[config.mk]
export PLATFORM = sky130hd
export DESIGN_NAME = fd_fetch_buffer
export DESIGN_NICKNAME = d
export VERILOG_FILES = /design/src/rtl/fd_fetch_buffer_pkg.sv /design/src/rtl/fd_fetch_buffer_fifo2.sv /design/src/rtl/fd_fetch_buffer.sv
export SDC_FILE = /design/constraint.sdc
export NUM_CORES = 1
export LEC_CHECK = 0
export BUFFER_PORTS_ARGS = -buffer_cell sky130_fd_sc_hd__buf_2
export CAP_MARGIN = 15
export CORE_MARGIN = 10
export CORE_UTILIZATION = 45
export DETAILED_ROUTE_END_ITERATION = 6
export PLACE_DENSITY = 0.64
export SLEW_MARGIN = 20
export SYNTH_ARGS = -nofsm -noshare
export SYNTH_HDL_FRONTEND = slang
export SYNTH_SLANG_ARGS = --single-unit
export TNS_END_PERCENT = 20
[constraint.sdc]
create_clock -name clk -period 2.2 [get_ports clk]
set_clock_uncertainty 0.1 [all_clocks]
set_input_delay 0.44 -clock clk [delete_from_list [all_inputs] [get_ports clk]]
set_output_delay 0.44 -clock clk [all_outputs]
set_load 0.05 [all_outputs]
[src/rtl/fd_fetch_buffer_pkg.sv]
// Shared types and constants for the fetch/decode buffer: entry layout,
// default bubble instruction and occupancy type.
package fd_fetch_buffer_pkg;

    localparam int XLEN = 32;
    localparam logic [XLEN-1:0] NOP_INSTR_DEFAULT = 32'h0000_0000;

    typedef logic [1:0] occ_t;

    typedef struct packed {
        logic [XLEN-1:0] pc;
        logic [XLEN-1:0] instr;
        logic            adel;
        logic [XLEN-1:0] badvaddr;
    } fd_entry_t;

    localparam int ENTRY_W = $bits(fd_entry_t);

    function automatic fd_entry_t reset_entry(input logic [XLEN-1:0] nop);
        fd_entry_t e;
        e.pc       = '0;
        e.instr    = nop;
        e.adel     = 1'b0;
        e.badvaddr = '0;
        return e;
    endfunction

endpackage

[src/rtl/fd_fetch_buffer_fifo2.sv]
// Two-entry register FIFO; slot 0 is always the head so its register feeds
// the decode outputs directly.
module fd_fifo2
    import fd_fetch_buffer_pkg::*;
#(
    parameter logic [XLEN-1:0] NOP_INSTR = NOP_INSTR_DEFAULT
) (
    input  logic      clk,
    input  logic      resetn,
    input  logic      clear_i,
    input  logic      push_i,
    input  fd_entry_t push_entry_i,
    input  logic      pop_i,
    output fd_entry_t head_o,
    output occ_t      occ_o
);

    fd_entry_t slot0_q, slot0_d;
    fd_entry_t slot1_q, slot1_d;
    occ_t      occ_q, occ_d;
    logic      do_pop;
    logic      do_push;

    assign do_pop  = pop_i && (occ_q != 2'd0);
    assign do_push = push_i && ((occ_q != 2'd2) || do_pop);

    always_comb begin
        slot0_d = slot0_q;
        slot1_d = slot1_q;
        occ_d   = occ_q;
        if (clear_i) begin
            occ_d = 2'd0;
        end else begin
            case ({do_push, do_pop})
                2'b10: begin
                    if (occ_q == 2'd0) begin
                        slot0_d = push_entry_i;
                    end else begin
                        slot1_d = push_entry_i;
                    end
                    occ_d = occ_q + 2'd1;
                end
                2'b01: begin
                    slot0_d = slot1_q;
                    occ_d   = occ_q - 2'd1;
                end
                2'b11: begin
                    // Simultaneous push/pop: occupancy unchanged, queue shifts.
                    if (occ_q == 2'd1) begin
                        slot0_d = push_entry_i;
                    end else begin
                        slot0_d = slot1_q;
                        slot1_d = push_entry_i;
                    end
                end
                default: ;
            endcase
        end
    end

    always_ff @(posedge clk or negedge resetn) begin
        if (!resetn) begin
            slot0_q <= reset_entry(NOP_INSTR);
            slot1_q <= reset_entry(NOP_INSTR);
            occ_q   <= 2'd0;
        end else begin
            slot0_q <= slot0_d;
            slot1_q <= slot1_d;
            occ_q   <= occ_d;
        end
    end

    assign head_o = slot0_q;
    assign occ_o  = occ_q;

endmodule

[src/rtl/fd_fetch_buffer.sv]
// Fetch-to-decode buffer: tracks one in-flight SRAM read, pairs it with the
// returning data a cycle later and queues the result for decode.
module fd_fetch_buffer
    import fd_fetch_buffer_pkg::*;
#(
    parameter int              DEPTH     = 2,
    parameter logic [XLEN-1:0] NOP_INSTR = NOP_INSTR_DEFAULT
) (
    input  logic            clk,
    input  logic            resetn,
    input  logic            f_valid,
    output logic            f_ready,
    input  logic [XLEN-1:0] f_pc,
    input  logic            f_adel,
    input  logic [XLEN-1:0] f_badvaddr,
    input  logic [XLEN-1:0] inst_sram_rdata,
    input  logic            flush,
    output logic            d_valid,
    input  logic            d_ready,
    output logic [XLEN-1:0] d_pc,
    output logic [XLEN-1:0] d_instr,
    output logic [XLEN-1:0] d_badvaddr,
    output logic            d_adel
);

    localparam logic [2:0] CAP = 3'(DEPTH);

    logic            inflight_q, inflight_d;
    logic [XLEN-1:0] if_pc_q, if_pc_d;
    logic            if_adel_q, if_adel_d;
    logic [XLEN-1:0] if_badv_q, if_badv_d;

    occ_t      occ;
    fd_entry_t head;
    fd_entry_t push_entry;
    logic      accept;
    logic      pop;
    logic      push;

    assign d_valid = (occ != 2'd0);
    assign pop     = d_valid && d_ready && !flush;
    assign push    = inflight_q && !flush;

    // A pop this cycle frees the slot the next completion will need.
    assign f_ready = flush || (({1'b0, occ} + {2'b00, inflight_q}) < CAP) || (d_valid && d_ready);
    assign accept  = f_valid && f_ready;

    always_comb begin
        inflight_d = accept;
        if_pc_d    = if_pc_q;
        if_adel_d  = if_adel_q;
        if_badv_d  = if_badv_q;
        if (accept) begin
            if_pc_d   = f_pc;
            if_adel_d = f_adel;
            if_badv_d = f_adel ? f_badvaddr : '0;
        end
    end

    always_ff @(posedge clk or negedge resetn) begin
        if (!resetn) begin
            inflight_q <= 1'b0;
            if_pc_q    <= '0;
            if_adel_q  <= 1'b0;
            if_badv_q  <= '0;
        end else begin
            inflight_q <= inflight_d;
            if_pc_q    <= if_pc_d;
            if_adel_q  <= if_adel_d;
            if_badv_q  <= if_badv_d;
        end
    end

    always_comb begin
        push_entry.pc       = if_pc_q;
        push_entry.instr    = if_adel_q ? NOP_INSTR : inst_sram_rdata;
        push_entry.adel     = if_adel_q;
        push_entry.badvaddr = if_badv_q;
    end

    fd_fifo2 #(
        .NOP_INSTR (NOP_INSTR)
    ) u_fifo (
        .clk          (clk),
        .resetn       (resetn),
        .clear_i      (flush),
        .push_i       (push),
        .push_entry_i (push_entry),
        .pop_i        (pop),
        .head_o       (head),
        .occ_o        (occ)
    );

    assign d_pc       = head.pc;
    assign d_instr    = head.instr;
    assign d_adel     = head.adel;
    assign d_badvaddr = head.badvaddr;

endmodule

==> impl_metrics.env, run 1 <==
export IMPL_syn_area_um2=10900
export IMPL_pre_cts_ws_ns=0.106
export IMPL_max_stage_delay_ns=0.39
export IMPL_clock_latency_ns=0.53
export IMPL_initial_core_util_pct=46.1
export IMPL_dpl_cell_count=1621
export IMPL_reg2reg_from="u_fifo.occ_o[0]"
export IMPL_port_buffers=200
export IMPL_p_leak_nw=6.40
export IMPL_hold_ws_ns=0.0363
export IMPL_grt_pass1_wl_mm=46.2
export IMPL_max_vdd_ir_drop_mv=0.843
export IMPL_clkTransAtPathRegs_ns=0.06
export IMPL_slew_violations=0
export IMPL_crit_start="u_fifo.occ_o[1]"
export IMPL_netlist_instances=1145
export IMPL_grt_max_degree=67
export IMPL_path_cells="inv_2, ha_4, nor2b_4, or3_4, buf_8"
export IMPL_cts_inserted_buffers=28
export IMPL_seq_area_frac_synth_pct=60.0
export IMPL_routed_wl_mm=28.5
export IMPL_die_height_um=176
export IMPL_dr_pass1_iters=5
export IMPL_worstSetupEndpointType="output pin"
export IMPL_drc_errors=0
export IMPL_place_detailed_hpwl_mm=18.6
export IMPL_hp_class="in -> reg"
export IMPL_cp_required_ns=1.66
export IMPL_synth_area_top_cells="dfrtp_1 (60%), nand2_1 (10%), nor2_1 (6.7%)"
export IMPL_via_per_inst=5.09
export IMPL_synthTopCellsByCount="nand2_1 (293), dfrtp_1 (262), nor2_1 (195), o21ai_0 (92), nand2b_1 (67)"
export IMPL_wl_per_cell_um=17.0
export IMPL_synth_edf_count=0
export IMPL_max_freq_ghz=0.442
export IMPL_rows=56
export IMPL_worst_slack_ns=-0.0636
export IMPL_core_area_um2=23700
export IMPL_cts_path_max_buffers=3
export IMPL_critPathKind="reg -> out"
export IMPL_slew_headroom_pct=56.8
export IMPL_fin_cells=1674
export IMPL_hold_viol=0
export IMPL_rsz0062_at_grt="yes"
export IMPL_synthArstFlopShare_pct=100
export IMPL_min_period_over_period_pct=103
export IMPL_synth_most_common_cell="nand2_1"
export IMPL_critPathArrivalTime_ns=1.72
export IMPL_h_tree_depth=1
export IMPL_grt_pass1_vias=8745
export IMPL_io_pin_count=201
export IMPL_die_w_um=176
export IMPL_first_iter_violations=606
export IMPL_fp_dieArea_um2=30900
export IMPL_cts_tree="done"
export IMPL_gp_congestion=0.756
export IMPL_nets=1441
export IMPL_cp_start_kind="flop"
export IMPL_fill_cells=2157
export IMPL_final_setup_tns_ns=-0.0636
export IMPL_syn_num_nets=1250
export IMPL_violations="negative setup slack"
export IMPL_worstHoldStart="f_pc[20]"
export IMPL_synth_top_cell_area_share_pct=60.0
export IMPL_tightestPinTransition_ns=0.648
export IMPL_area_growth_pct=21.9
export IMPL_finalCriticalPeriod_ns=2.26
export IMPL_power_density_nw_per_um2=1520
export IMPL_grt_overflow=0
export IMPL_drive_gt1_share_pct=23.9
export IMPL_maxCapViolCount=0
export IMPL_status="complete, but fails checks"
export IMPL_synth_seq_cells=262
export IMPL_antenna_found_initial=2
export IMPL_critPathMaxFanout=5
export IMPL_synth_top_area_cell="dfrtp_1"
export IMPL_yosysUniqueCellTypes=32
export IMPL_cpMaxStageDelayCell="dfrtp_1"
export IMPL_root_buffer="clkbuf_16"
export IMPL_yosysWarningCount=0
export IMPL_seqCellArea_um2=6560
export IMPL_postRouteAntennaNets=0
export IMPL_multiInputGateArea_um2=4000
export IMPL_syn_area_per_cell_um2=9.55
export IMPL_numClockSinks=262
export IMPL_synth_main_ff_cell="dfrtp_1"
export IMPL_setup_violations_final=1
export IMPL_grt_usage_pct=18.0
export IMPL_vias=8528
-- per-layer routing --
layer	vias up	GRT usage, %	wire, um
met2	219	30.7	13700
met1	4128	22.9	12600
met5	-	0	13
li1	4139	-	-
met4	2	4.49	529
met3	40	3.56	1650
-- cell families after synthesis --
family          Yosys count  synth area share [%]
simple gates            567                  21.5
flops                   262                  60.0
compound gates          199                  10.9
buf+inv                  80                  3.84
mux                      34                  3.50
fa+ha+maj                 3                 0.343
-- final cells by class --
type                    count  share of cell area [%]
repair buffers            237                    11.2
diodes                      1                  0.0188
flip-flops and latches    262                    49.2
clock buffers              44                    6.32
inverters                   4                   0.113
well taps                 319                    3.00
multi-input cells         803                    30.0
clock inverters             4                   0.178
-- critical path, delay by kind of cell, from the launching register on --
family / cells / cell delay [ns]
AND/OR/NAND/NOR: 2 / 0.40
buffers and inverters: 2 / 0.25
adder cells (fa/ha/maj): 1 / 0.15
flip-flops: 1 / 0.39
-- per-stage QoR --
stage | utilization [%] | cell area [um2] | total power, mW
2_1_floorplan | - | 10900 | 13.6
3_3_place_gp | 52.2 | 12400 | 15.7
3_5_place_dp | 52.2 | 12400 | 15.9
4_1_cts | 56.2 | 13300 | 20.4
5_1_grt | 56.2 | 13300 | 21.4
6_report | 56.3 | 13300 | 20.2
-- repair_timing --
item | in CTS | in global routing
gates resized for setup | 12 | 3
hold buffers | 1 | 0
setup buffers | 3 | 0
setup endpoints to repair | 2 | 60
pin swaps | 1 | 0
hold endpoints to repair | 38 | 0
-- placed cells by master (no fill, tap or decap), types with 3 or more instances in the layout --
cell,n
a211oi_1,32
buf_12,14
buf_2,197
buf_4,20
clkbuf_1,9
clkbuf_16,29
clkbuf_8,6
clkinv_2,3
dfrtp_1,261
mux2_2,34
nand2_1,292
nand2b_1,67
nor2_1,195
o21ai_0,92
o21ai_1,4
o22ai_1,65
-- final timing paths --
kind	end	slack, ns	cells after the start
max	f_ready	-0.06	5
min	if_pc_q[20]	0.04	2
max reg2reg	u_fifo.slot1_q[33]	0.06	8
min reg2reg	u_fifo.slot1_q[22]	0.37	2
max in group asynchronous	u_fifo.head_o[91]	1.03	3
min in group asynchronous	u_fifo.slot1_q[76]	0.32	2
-- flip-flops by register name, summed over array words and instances (netlist names) --
signal / count
u_fifo.head_o: 97
u_fifo.slot1_q: 97
if_badv_q: 32
if_pc_q: 32
u_fifo.occ_o: 2
if_adel_q: 1
inflight_q: 1
-- power breakdown --
part           total, mW  internal, mW  leakage [nW]  switching, mW
clock               4.44          2.60         0.427           1.84
sequential          7.98          6.82          3.21           1.16
combinational       7.79          2.12          2.76           5.67
total               20.2          11.5          6.40           8.67
(Power assumes the default switching activity.)
==> run 2, diff against run 1 <==
clock period = 2.13 ns   (was 2.2 ns; I/O delays follow)
==> impl_metrics.env, run 2 (synthesis gave the netlist of run 1 again) <==
export IMPL_status="complete, but fails checks"
export IMPL_violations="negative setup slack"
export IMPL_min_delay_worst_endpoint="if_pc_q[16]"
export IMPL_dr_pass1_iters=4
export IMPL_min_period_over_period_pct=105
export IMPL_port_buffers=200
export IMPL_slew_headroom_pct=66.7
export IMPL_vias=8526
export IMPL_place_detailed_hpwl_mm=17.9
export IMPL_routed_wl_mm=29.2
export IMPL_tightestPinTransition_ns=0.500
export IMPL_critPathArrivalTime_ns=1.71
export IMPL_critPathKind="reg -> out"
export IMPL_cpMaxStageDelayCell="dfrtp_1"
export IMPL_max_stage_delay_ns=0.40
export IMPL_initial_core_util_pct=46.1
export IMPL_maxCapViolCount=0
export IMPL_max_vdd_ir_drop_mv=0.967
export IMPL_first_iter_violations=795
export IMPL_grt_pass1_vias=8510
export IMPL_hp_class="in -> reg"
export IMPL_root_buffer="clkbuf_16"
export IMPL_rows=56
export IMPL_via_per_inst=5.08
export IMPL_worst_slack_ns=-0.108
export IMPL_slew_violations=0
export IMPL_clock_latency_ns=0.53
export IMPL_rsz0062_at_grt="yes"
export IMPL_fin_util_pct=57.0
export IMPL_reg2reg_from="u_fifo.occ_o[1]"
export IMPL_path_cells="inv_2, ha_4, nor2b_4, or3_4, buf_8"
export IMPL_fin_cells=1678
export IMPL_drc_errors=0
export IMPL_postRouteAntennaNets=0
export IMPL_io_pin_count=201
export IMPL_finalCriticalPeriod_ns=2.24
export IMPL_finalPower_mw=20.8
export IMPL_grt_usage_pct=17.9
export IMPL_nets=1449
export IMPL_mostFrequentLayoutCell="nand2_1"
export IMPL_wl_per_cell_um=17.4
export IMPL_cts_inserted_buffers=27
export IMPL_critPathMaxFanout=3
export IMPL_final_cell_mix="nand2_1 (292), dfrtp_1 (262), buf_2 (197), nor2_1 (195), o21ai_0 (77)"
export IMPL_cts_path_max_buffers=3
export IMPL_antenna_found_initial=1
export IMPL_clkTransAtPathRegs_ns=0.06
export IMPL_drive_gt1_share_pct=24.4
export IMPL_grt_overflow=0
export IMPL_cp_required_ns=1.60
export IMPL_gp_congestion=0.754
export IMPL_reg2reg_depth=8
export IMPL_area_growth_pct=23.6
export IMPL_grt_max_degree=66
export IMPL_cp_start_kind="flop"
export IMPL_cts_tree="done"
export IMPL_fill_cells=2104
export IMPL_power_density_nw_per_um2=1540
export IMPL_core_area_um2=23700
export IMPL_dpl_cell_count=1620
export IMPL_reg2reg_setup_slack_ns=-0.02
export IMPL_die_w_um=176
export IMPL_final_setup_tns_ns=-0.264
export IMPL_worstHoldStart="f_pc[16]"
export IMPL_numClockSinks=262
export IMPL_max_freq_ghz=0.447
export IMPL_die_height_um=176
export IMPL_holdPathStages=2
export IMPL_reg2reg_to="u_fifo.slot1_q[1]"
export IMPL_grt_pass1_wl_mm=45.7
export IMPL_setup_violations_final=29
export IMPL_h_tree_depth=1
export IMPL_worstSetupEndpointType="output pin"
export IMPL_hold_viol=0
export IMPL_fp_dieArea_um2=30900
export IMPL_p_leak_nw=6.48
==> run 2: changes by cell type in the layout (fill, tap and decap cells not counted), moves of 2 or more <==
cell,previous run,this run
buf_12,14,18
clkbuf_1,9,7
clkbuf_16,29,31
clkbuf_8,6,8
clkinv_2,3,1
ha_1,2,0
o21ai_0,92,77
o21ai_1,4,19
==> run 2: worst max path at each step <==
stage / startpoint / end / slack [ns] / depth (start not counted)
final: u_fifo.occ_o[1] / f_ready / -0.11 / 5
after global routing: u_fifo.occ_o[0] / f_ready / -0.15 / 5
after CTS: u_fifo.occ_o[1] / f_ready / -0.17 / 5
after detailed placement: u_fifo.occ_o[0] / u_fifo.slot1_q[42] / 0.06 / 7
after global placement: u_fifo.occ_o[0] / f_ready / 0.11 / 5
after floorplan: u_fifo.occ_o[0] / f_ready / 0.13 / 4
==> run 2: what timing repair did <==
| action | 4_1_cts | 5_1_grt |
|---|---|---|
| pin swaps | 2 | 4 |
| setup buffers | 5 | 3 |
| endpoints found under the hold margin | 42 | 0 |
| hold buffers | 1 | 0 |
| resized for setup | 11 | 24 |
| setup endpoints to repair | 2 | 70 |
| cloned | 0 | 6 |
==> run 2: area by class of cell <==
type | count | area [um2] | share of cell area, %
flip-flops and latches | 262 | 6560 | 48.5
multi-input cells | 803 | 4010 | 29.7
repair buffers | 246 | 1700 | 12.6
clock buffers | 42 | 812 | 6.01
well taps | 319 | 399 | 2.96
inverters | 4 | 17.5 | 0.130
clock inverters | 1 | 5.00 | 0.0371
diodes | 1 | 2.50 | 0.0185
==> run 2: report_power, final <==
part / switching, mW / internal, mW
logic: 5.93 / 2.29
registers: 1.18 / 7.04
clock network: 1.83 / 2.58
total: 8.94 / 11.9
==> run 2: through the flow <==
step | worst slack, ns | area [um2] | hold WS [ns]
2_1_floorplan | 0.133 | 10900 | 0.0304
3_3_place_gp | 0.106 | 12400 | 0.301
3_5_place_dp | 0.0646 | 12400 | 0.306
4_1_cts | -0.168 | 13300 | 0.00935
5_1_grt | -0.147 | 13500 | 0.0211
6_report | -0.108 | 13500 | 0.0260
==> run 2: metal layers <==
metal | vias up | track usage (%) | share of wire [%]
li1 | 4176 | - | -
met1 | 4120 | 23.1 | 44
met2 | 199 | 29.8 | 49
met3 | 31 | 3.95 | 5.7
met4 | 0 | 4.13 | 1.4
met5 | - | 0 | 0
==> run 2: critical path: cells and delay by family, from the launching register on <==
kind | cells | cell delay, ns
flops | 1 | 0.40
simple gates | 2 | 0.38
buf+inv | 2 | 0.25
fa+ha+maj | 1 | 0.15
